## config.mk

```make
export PLATFORM = sky130hd
export DESIGN_NAME = pipeline_hazard_ctrl
export DESIGN_NICKNAME = d
export VERILOG_FILES = /design/src/rtl/pipeline_hazard_ctrl_pkg.sv /design/src/rtl/pipeline_hazard_ctrl_load_use.sv /design/src/rtl/pipeline_hazard_ctrl.sv
export SDC_FILE = /design/constraint.sdc
export NUM_CORES = 1
export LEC_CHECK = 0
export ABC_AREA = 1
export BUFFER_PORTS_ARGS = -buffer_cell sky130_fd_sc_hd__buf_2
export CAP_MARGIN = 10
export CORE_ASPECT_RATIO = 2
export CORE_MARGIN = 2
export CORE_UTILIZATION = 53
export DETAILED_ROUTE_END_ITERATION = 8
export HOLD_SLACK_MARGIN = 0.05
export PLACE_DENSITY = 0.91
export SETUP_SLACK_MARGIN = 0.3
export SLEW_MARGIN = 20
export SYNTH_ARGS = -nofsm -noshare
export SYNTH_HDL_FRONTEND = slang
export SYNTH_SLANG_ARGS = --single-unit
```

## constraint.sdc

```tcl
create_clock -name clk -period 1.8 [get_ports clk]
set_input_delay 0.27 -clock clk [delete_from_list [all_inputs] [get_ports clk]]
set_output_delay 0.27 -clock clk [all_outputs]
set_load 0.02 [all_outputs]
```

## src/rtl/pipeline_hazard_ctrl_pkg.sv

```systemverilog
// Shared instruction-class and FSM definitions for the hazard controller and its bench.
package pipeline_hazard_ctrl_pkg;

  localparam logic [2:0] INS_ID_RTYPE = 3'd0;
  localparam logic [2:0] INS_ID_LW    = 3'd1;

  typedef enum logic {
    StRun     = 1'b0,
    StMemWait = 1'b1
  } state_e;

  localparam logic [7:0]  WAIT_CNT_MAX = 8'hFF;
  localparam logic [15:0] STAT_MAX     = 16'hFFFF;

endpackage

```

## src/rtl/pipeline_hazard_ctrl_load_use.sv

```systemverilog
// Flags a load in EX whose destination feeds a source operand of the instruction in ID.
module load_use_detect
  import pipeline_hazard_ctrl_pkg::*;
(
  input  logic [4:0] rs_id,
  input  logic [4:0] rt_id,
  input  logic       uses_rt_id,
  input  logic [4:0] rt_ex,
  input  logic [2:0] ins_ex,
  output logic       load_use
);

  // r0 is hardwired zero, so a load targeting it never creates a dependency.
  assign load_use = (ins_ex == INS_ID_LW) && (rt_ex != 5'd0) &&
                    ((rt_ex == rs_id) || (uses_rt_id && (rt_ex == rt_id)));

endmodule

```

## src/rtl/pipeline_hazard_ctrl.sv

```systemverilog
// Pipeline stall/flush controller: memory freeze FSM, branch/load-use/jump handling, statistics.
module pipeline_hazard_ctrl
  import pipeline_hazard_ctrl_pkg::*;
#(
  parameter int unsigned TIMEOUT = 255
) (
  input  logic        clk,
  input  logic        rst_n,
  input  logic [4:0]  rs_id,
  input  logic [4:0]  rt_id,
  input  logic        uses_rt_id,
  input  logic [4:0]  rt_ex,
  input  logic [2:0]  INS_ID_ex,
  input  logic        branch_taken_ex,
  input  logic        jump_id,
  input  logic        dmem_req,
  input  logic        dmem_ready,
  input  logic        clr_stats,
  output logic        pc_write,
  output logic        ifid_write,
  output logic        idex_write,
  output logic        exmem_write,
  output logic        ifid_flush,
  output logic        idex_flush,
  output logic        memwb_bubble,
  output logic [15:0] stall_cycles,
  output logic [15:0] flush_count,
  output logic        mem_timeout,
  output logic        state
);

  localparam logic [7:0] TimeoutCnt = TIMEOUT[7:0];

  state_e      state_q, state_d;
  logic [7:0]  wait_cnt_q, wait_cnt_d;
  logic        timeout_q, timeout_d;
  logic [15:0] stall_q, stall_d;
  logic [15:0] flush_q, flush_d;
  logic        load_use;
  logic        freeze;

  load_use_detect u_load_use_detect (
    .rs_id      (rs_id),
    .rt_id      (rt_id),
    .uses_rt_id (uses_rt_id),
    .rt_ex      (rt_ex),
    .ins_ex     (INS_ID_ex),
    .load_use   (load_use)
  );

  assign freeze = (((state_q == StRun) && dmem_req) || (state_q == StMemWait)) && !dmem_ready;

  always_ff @(posedge clk) begin
    if (!rst_n) begin
      state_q <= StRun;
    end else begin
      state_q <= state_d;
    end
  end

  always_comb begin
    state_d    = state_q;
    wait_cnt_d = wait_cnt_q;
    unique case (state_q)
      StRun: begin
        if (dmem_req && !dmem_ready) begin
          state_d    = StMemWait;
          wait_cnt_d = 8'd1;
        end
      end
      StMemWait: begin
        if (dmem_ready) begin
          state_d = StRun;
        end else if (wait_cnt_q != WAIT_CNT_MAX) begin
          wait_cnt_d = wait_cnt_q + 8'd1;
        end
      end
      default: state_d = StRun;
    endcase
  end

  always_comb begin
    pc_write     = 1'b1;
    ifid_write   = 1'b1;
    idex_write   = 1'b1;
    exmem_write  = 1'b1;
    ifid_flush   = 1'b0;
    idex_flush   = 1'b0;
    memwb_bubble = 1'b0;
    if (!rst_n) begin
      pc_write    = 1'b0;
      ifid_write  = 1'b0;
      idex_write  = 1'b0;
      exmem_write = 1'b0;
    end else if (freeze) begin
      pc_write     = 1'b0;
      ifid_write   = 1'b0;
      idex_write   = 1'b0;
      exmem_write  = 1'b0;
      memwb_bubble = 1'b1;
    end else if (branch_taken_ex) begin
      ifid_flush = 1'b1;
      idex_flush = 1'b1;
    end else if (load_use) begin
      pc_write   = 1'b0;
      ifid_write = 1'b0;
      idex_flush = 1'b1;
    end else if (jump_id) begin
      ifid_flush = 1'b1;
    end
  end

  always_comb begin
    timeout_d = timeout_q || ((state_q == StMemWait) && (wait_cnt_q == TimeoutCnt));
    stall_d   = stall_q;
    flush_d   = flush_q;
    if (clr_stats) begin
      stall_d = '0;
      flush_d = '0;
    end else begin
      if (!pc_write && (stall_q != STAT_MAX)) stall_d = stall_q + 16'd1;
      if ((ifid_flush || idex_flush) && (flush_q != STAT_MAX)) flush_d = flush_q + 16'd1;
    end
  end

  always_ff @(posedge clk) begin
    if (!rst_n) begin
      wait_cnt_q <= '0;
      timeout_q  <= 1'b0;
      stall_q    <= '0;
      flush_q    <= '0;
    end else begin
      wait_cnt_q <= wait_cnt_d;
      timeout_q  <= timeout_d;
      stall_q    <= stall_d;
      flush_q    <= flush_d;
    end
  end

  assign stall_cycles = stall_q;
  assign flush_count  = flush_q;
  assign mem_timeout  = timeout_q;
  assign state        = state_q;

endmodule

```

=== After elaboration in Yosys (flattened, before gate mapping) ===
Cells that the tools add are included.

* Add/sub/neg operators: 3
* Equal/unequal tests: 10
* Multiplexer cells: 24
* Bitwise operators: 2
* Reductions and logical operators: 18

{| class="wikitable"
|+ Operators with widths
! kind !! number
|-
| $add A16 B1 Y16 const B || 2
|-
| $ne A16 B16 Y1 const B || 2
|-
| $mux W8 || 3
|-
| $mux W1 || 19
|-
| $pmux W8 S2 || 1
|-
| $eq A5 B5 Y1 || 2
|-
| $logic_and A1 B1 Y1 || 9
|-
| $add A8 B1 Y8 const B || 1
|-
| $eq A8 B8 Y1 const B || 1
|-
| $ne A8 B8 Y1 const B || 1
|-
| $reduce_bool A5 Y1 || 1
|-
| $logic_or A1 B1 Y1 || 4
|-
| $ne A2 B1 Y1 const B || 2
|-
| $eq A3 B1 Y1 const B || 1
|-
| $reduce_and A3 Y1 || 1
|-
| $logic_not A1 Y1 || 2
|-
| $ne A2 B2 Y1 const B || 1
|-
| $not A1 Y1 || 2
|-
| $pmux W1 S2 || 1
|-
| $reduce_or A2 Y1 || 1
|}

* Register bits: 42
* Input bits: 26
* Output and inout port bits: 41
* Logic and storage cells: 62

=== Logic depth before layout (Yosys ltp) ===
Gate-level depths: netlist (run 1).

* Depth after elaboration: 10
* Mapped depth: 14
* Gate-level depth less buffers: 13

=== Modules after synthesis ===
Synthesis (run 1) repeated with hierarchy kept, for this count alone.

* Cells, all modules: 444
* Area total of the unflattened synthesis: 2746.4 um^2

{| class="wikitable"
|+ By module, submodules not included
! module !! times used !! cells an instance !! area an instance (um^2) !! seq. area each (um^2)
|-
| pipeline_hazard_ctrl || 1 || 389 || 2514.9 || 840.8
|-
| load_use_detect || 1 || 55 || 231.5 || 0.0
|}

=== Least setup slack after synthesis (run 1) ===
Ideal clock, no wire load.

* Kind: register to output
* Start: register state_q (netlist: state)
* End: output pc_write
* Data arrival time: 1.715 ns
* Data required time: 1.530 ns
* Slack: -0.185 ns
* Stages on the path, launching flop included: 8
* Path buffers: 2
* Cells stage by stage: dfxtp_1 > inv_1 > a21oi_1 > nor2_1 > nand2_1 > buf_2 > inv_1 > buf_4

* Word-level cells in the longest chain between the ends: 6

{| class="wikitable"
|+ Ends and longest elaborated chain
! item !! line !! source
|-
| start: declaration || pipeline_hazard_ctrl.sv:34 || <nowiki>state_e state_q, state_d;</nowiki>
|-
| start signal: assignment || pipeline_hazard_ctrl.sv:55 || <nowiki>state_q <= StRun;</nowiki>
|-
| start signal: assignment || pipeline_hazard_ctrl.sv:57 || <nowiki>state_q <= state_d;</nowiki>
|-
| $not A1 Y1 || n/a ||
|-
| $logic_and A1 B1 Y1 || pipeline_hazard_ctrl.sv:51 || <nowiki>assign freeze = (((state_q == StRun) && dmem_req) || (state_q == StMemWait)) && !dmem_ready;</nowiki>
|-
| $logic_or A1 B1 Y1 (*) || pipeline_hazard_ctrl.sv:51 ||
|-
| $logic_and A1 B1 Y1 (*) || pipeline_hazard_ctrl.sv:51 ||
|-
| $mux W1 (*) (2 in series) || n/a ||
|-
| end: declaration || pipeline_hazard_ctrl.sv:19 || <nowiki>output logic pc_write,</nowiki>
|}

Every way passes the cells marked *; elsewhere a longest branch is shown, timed or not.

=== Worst setup path in the final report (run 1) ===
* Start: register stall_q[5] (netlist: stall_cycles[5])
* End: register stall_q[12] (netlist: stall_cycles[12])

* Word-level cells in the longest chain between the ends: 2
* Elaborated cells between the ends (all ways): 3
* Classes of those cells: add/sub (1); eq/ne (1); reduce/logical (1)

{| class="wikitable"
|+ Ends and longest elaborated chain
! item !! line !! source
|-
| start: declaration || pipeline_hazard_ctrl.sv:37 || <nowiki>logic [15:0] stall_q, stall_d;</nowiki>
|-
| start signal: assignment || pipeline_hazard_ctrl.sv:135 || <nowiki>stall_q <= stall_d;</nowiki>
|-
| parallel branches: the longest is 2 deep, another holds $add A16 B1 Y16 || n/a ||
|}

Several ways; the timed one is not identified.
A chain may end at the register's enable or synchronous reset.

==> impl_results.md, run 1 <==
* CTS clk-pin slew, worst paths at 0.11 ns
* Die W at between 50 and 60 um
* Vias at between 3000 and 4000
* Congestion Overflow GR at 0
* CTS root buffer: clkbuf_8
* Synth area leader: dfxtp_1
* Critical Path Sink Type: flop
* Synth top area share at approximately 32%
* Synth top area cells: dfxtp_1 32%, nand2_1 13%, nand3_1 9.7%
* Synth cell count leaders: 91 x nand2_1, 50 x nand3_1, 44 x inv_1, 42 x dfxtp_1
* Max-slew violations at 0
* Layout cell share with drive strength beyond 1 at between 50 and 60%
* P&R area growth vs syn at 62.8%
* Reg area at about 890 um2
* Fin area at between 4000 and 5000 um2
* Post-route setup slack at -0.0386 ns
* DRC Markers at 0
* Failing checks: negative setup slack
* DP Area at between 3000 and 4000 um2
* Place WS at a little over 0.07 ns
* HPWL after DPL at approximately 4600 um
* Yosys warnings at 0
* Maximum vdd drop at about 0.00055 V
* Routed WL at roughly 12000 um
* Fmax at roughly 0.54 GHz
* Initial DRT Pass Iterations at 5
* DIE HEIGHT at a little over 100 um
* Count leader, synth: nand2_1
* Diodes inserted at 0
* Antenna-violating nets left at 0
* Clk buf depth at 2
* Sequential area share after synthesis at about a third
* Final #Nets at 538
* Gp weighted congestion at between 0.9 and 1
* TritonCTS clock tree: built
* Unrepaired setup endpoints after global routing: yes
* Worst Setup Path Type: reg -> reg
* Clk_lat worst skew at around 0.32 ns
* Vias in the first global route at between 2000 and 3000
* Global Route Usage Sum at between 30% and 40%
* Arr. time, crit path at 2.08 ns
* Wire per inst at between 20 and 25 um
* Lkg Pwr at around 1.8 nW
* Slew @ Worst Pin at around 0.55 ns
* Ports at 67
* Final Setup Violations at 2
* Power per cell area at between 500 and 600 nW/um2
* WP data required at between 2 and 2.5 ns
* Post-synth EDFFs at 0
* Core Footprint at 4770 um2
* Startpoint Class: flop
* Post-Syn Instances at 389
* Fill cells at a little over 200
* Hold path depth at 3
* Syn nets at between 400 and 500
* Die ar. at between 5000 and 6000 um2
* Final hold vios at 0
* Initial drt markers at 231
* Max-Cap Viols at 0
* Antenna violations before repair at 0
* Avg Vias per Cell at between 6 and 7
* H-tree depth at 2
* First-pass GRT wire length at around 13000 um
* Synth unique cells at 34
* Async set-reset flop share out of synthesis at 0%
* Hold Crit Class: in -> reg
* Flops & latches, synth at 42
* Status: finished, violations left
* Synthesized area at approximately 2600 um2
* Worst Reg2Reg Path Length in Cells at 7
* # rows at 36
* Post-synthesis average cell area at around 6.7 um2
* Sink Count at 42
* Slew headroom at 63.1%
* Hold_buf cts at 0
* Starting Density at 54.3%
* Multi-input gate area at 1980 um2
* Top_reg_cell synth: dfxtp_1
* Setup Skew at 0.0226 ns
* PortBufs at 66
* Largest net degree at the start of global routing at 29
* Largest fanout on the critical path at 7
* Final period util at 102%
* Total power at between 2 and 2.5 mW
* Minimum clock period after layout at 1.84 ns
* Num CTS Buffers at 5
## sequential cells by signal, summed over array words and instances (netlist names)
name          count
wait_cnt_q        8
state             1
mem_timeout       1
stall_cycles     16
flush_count      16
## layout by cell type (no fill, tap or decap), drive strengths merged
| master | n |
|---|---|
| buf | 122 |
| nand2 | 96 |
| inv | 51 |
| nand3 | 51 |
| dfxtp | 42 |
| nor2 | 37 |
| a21oi | 34 |
| xor2 | 14 |
| nor3 | 13 |
| xnor2 | 11 |
| o21ai | 10 |
| clkbuf | 8 |
| nor4 | 4 |
| nand4 | 4 |
| ha | 3 |
| nor3b | 3 |
| or2 | 2 |
| clkinvlp | 1 |
| and3 | 1 |
| o21bai | 1 |
| a31oi | 1 |
| nand3b | 1 |
## logic make-up after synthesis
kind of cell    share of synthesized area [%]
compound gates                           9.03
xor+xnor                                 8.45
fa+ha+maj                                1.45
buf+inv                                  9.94
flops                                    32.4
simple gates                             38.7
## worst max-delay path: stages, from the launching register on
cell	delay (ns)
dfxtp_4	0.39
clkinvlp_4	0.14
nor4_4	0.41
nand4_2	0.21
nand2_4	0.19
buf_8	0.15
nand2_1	0.08
a21oi_1	0.19
## cell type report
class                           instances  share of cell area (%)
Multi-Input combinational cell        286                    47.0
Inverter                               52                    4.95
Timing Repair Buffer                  122                    22.3
Sequential cell                        42                    21.0
Clock buffer                            8                    3.14
Tap cell                               57                    1.69
## through the flow
stage / instances / hold slack [ns] / utilization (%) / TNS [ns]
after global routing: 567 / 0.227 / 88.4 / -0.294
final: 567 / 0.220 / 88.4 / -0.0438
after detailed placement: 514 / 0.462 / 64.9 / 0
after floorplan: 389 / 0.408 / - / 0
after global placement: 514 / 0.455 / 64.9 / 0
after CTS: 556 / 0.219 / 80.7 / 0
## routing by layer
layer	GRT usage [%]	share of wire, %	vias to the layer above
li1	-	-	1496
met1	37.3	32	1623
met2	56.1	48	341
met3	5.80	11	120
met4	16.2	8.5	0
met5	0	0	-
## power breakdown
part	switching, mW	leakage [nW]	total, mW	internal [mW]
combinational	0.226	1.42	0.385	0.158
clock	0.381	0.0678	0.862	0.481
sequential	0.00702	0.351	0.933	0.926
## path summary, 6_finish.rpt
kind,endpoint,startpoint,slack [ns]
worst max-delay path,stall_cycles[12],stall_cycles[5],-0.04
worst min-delay path,wait_cnt_q[0],rst_n,0.22
worst max register to register,stall_cycles[12],stall_cycles[5],-0.04
worst min register to register,mem_timeout,mem_timeout,0.48
## timing repair
item | in CTS | in global routing
endpoints found under the setup margin | 42 | 47
buffers inserted | 30 | 11
cloned | 4 | 0
pin swaps | 41 | 46
gates resized for setup | 82 | 74
No activity file was read; power rests on OpenSTA's default activity.
==> run 2, diff against run 1 <==
==> constraint.sdc (replaced) <==
create_clock -name clk -period 1.8 [get_ports clk]
set_input_delay 0.09 -clock clk [delete_from_list [all_inputs] [get_ports clk]]
set_output_delay 0.09 -clock clk [all_outputs]
set_load 0.02 [all_outputs]
==> run 2 against run 1 <==
  * The run now ends clean
  * Utilization decreased by 3.2 points
  * Routed wire length decreased by 9.9%
  * Die area unchanged
  * Flip-flop and latch count unchanged
  * Via count decreased by 5.0%
  * Largest cell class unchanged
  * Highest routed layer unchanged
==> impl_results.md, run 2 (synthesis gave the netlist of run 1 again) <==
* Lkg Pwr at 1.86 nW (+1.1%)
* Global Route Usage Sum at 28.8% (-3.8 points)
* Status: completed
* Placed insts at 513 (-0.19%)
* Largest net degree at the start of global routing at 29 (unchanged)
* Starting Density at 54.3% (unchanged)
* CTS root buffer: clkbuf_8
* Slew headroom at 58.3% (-4.8 points)
* Arr. time, crit path at 1.89 ns (-0.19 ns)
* Layout cell share with drive strength beyond 1 at 49.1% (-1.5 points)
* Core Footprint at 4770 um2 (unchanged)
* Multi-input gate area at 1970 um2 (-0.38%)
* HPWL after DPL at 4690 um (+2.8%)
* P&R area growth vs syn at 56.9%
* DIE HEIGHT at 103 um (unchanged)
* PortBufs at 66 (unchanged)
* Initial DRT Pass Iterations at 5 (unchanged)
* Worst R2R Start: stall_cycles[6]
* Final period util at 95.8% (-6.4 points)
* Setup Skew at 0.0200 ns (-0.00255 ns)
* Congestion Overflow GR at 0 (unchanged)
* Slew @ Worst Pin at 0.624 ns (+0.0716 ns)
* Clk buf depth at 2 (unchanged)
* Ports at 67 (unchanged)
* Place WS at 0.119 ns (+0.0463 ns)
* CTS clk-pin slew, worst paths at 0.09 ns (-0.02 ns)
* Routed WL at 10600 um (-9.9%)
* Initial drt markers at 253 (+9.5%)
* Crit. Startpoint: stall_cycles[6]
* Diodes inserted at 0 (unchanged)
* H-tree depth at 2 (unchanged)
* Final #Nets at 540 (+0.37%)
* Die ar. at 5500 um2 (unchanged)
* Vias at 3401 (-5.0%)
* Antenna-violating nets left at 0 (unchanged)
* Die W at 53.5 um (unchanged)
* Unrepaired setup endpoints after global routing: yes
* # rows at 36 (unchanged)
* Maximum vdd drop at 0.000589 V (+6.8%)
* Num CTS Buffers at 5 (unchanged)
* Hold Crit Class: in -> reg
* TritonCTS clock tree: built
* Max-Cap Viols at 0 (unchanged)
* Clk_lat worst skew at 0.31 ns (about the same)
* DRC Markers at 0 (unchanged)
* Critical Path Sink Type: flop
* Largest fanout on the critical path at 7 (unchanged)
* Power per cell area at 497 nW/um2 (-3.7%)
* Final hold vios at 0 (unchanged)
* Gp weighted congestion at 0.915 (-1.1%)
* Most frequent cells in the layout: 81 x nand2_1, 63 x buf_2, 44 x buf_4
* Final core utilization at 85.2% (-3.2 points)
* Hold Crit Start: dmem_ready
* Minimum clock period after layout at 1.72 ns (-0.115 ns)
* Fmax at 0.580 GHz (+6.7%)
* Vias in the first global route at 2835 (-4.7%)
* First-pass GRT wire length at 12200 um (-9.9%)
* Wire per inst at 18.6 um (-10%)
* Post-Layout Cell Count at 568 (+0.18%)
* Fill cells at 228 (+12%)
* Final Setup Violations at 0 (-2)
* Worst Setup Path Type: reg -> reg
* Avg Vias per Cell at 5.99 (-5.2%)
* Post-route setup slack at 0.0764 ns (+0.115 ns)
* Sink Count at 42 (unchanged)
* Max-slew violations at 0 (unchanged)
* Reg area at 888 um2 (+0.28%)
* WP data required at 1.97 ns (-0.07 ns)
* Startpoint Class: flop
* Antenna violations before repair at 0 (unchanged)
* Commonest non-fill, non-tap cell in the layout: nand2_1
==> run 2: final timing paths <==
| path | endpoint | slack (ns) | cells past startpoint |
|---|---|---|---|
| min | state | 0.19 | 4 |
| max | stall_cycles[6] | 0.08 | 6 |
| min reg2reg | wait_cnt_q[7] | 0.49 | 2 |
| max reg2reg | stall_cycles[6] | 0.08 | 6 |
==> run 2: through the flow <==
stage	power [mW]	TNS (ns)	area (um2)	hold WS (ns)
after global routing	2.07	-0.0556	4070	0.220
after floorplan	1.11	0	2660	0.228
final	2.02	0	4070	0.189
after detailed placement	1.17	0	3080	0.368
after global placement	1.17	0	3080	0.357
after CTS	1.93	0	3580	0.151
==> run 2: cell type report <==
cell class              count  share of cell area (%)
clock buffers               7                    2.65
repair buffers            121                    20.2
inverters                  52                    5.05
multi-input cells         289                    48.6
well taps                  57                    1.75
flip-flops and latches     42                    21.8
==> run 2: routing by layer <==
metal,share of wire [%],global-route usage [%],vias up
li1,-,-,1503
met1,36,33.3,1560
met2,49,49.1,258
met3,9.0,6.38,80
met4,6.1,13.2,0
met5,0,0,-
==> run 2: timing repair <==
action / 4_1_cts / 5_1_grt
gates resized for setup: 43 / 83
setup buffers: 20 / 22
hold endpoints to repair: 1 / 0
cloned: 4 / 1
hold buffers: 1 / 0
pin swaps: 21 / 40
setup endpoints to repair: 39 / 44
==> run 2: power breakdown <==
group	leakage (nW)	switching (mW)	internal, mW
Sequential	0.352	0.00721	0.926
Clock	0.0555	0.355	0.389
Combinational	1.45	0.207	0.138
Total	1.86	0.569	1.45
==> run 2: worst max-delay path, cell delays in order, from the launching register on <==
cell	delay, ns
dfxtp_1	0.50
nand3_1	0.19
nor2_2	0.21
nand4_4	0.27
nand3_4	0.20
nand2_1	0.08
nor3b_1	0.14
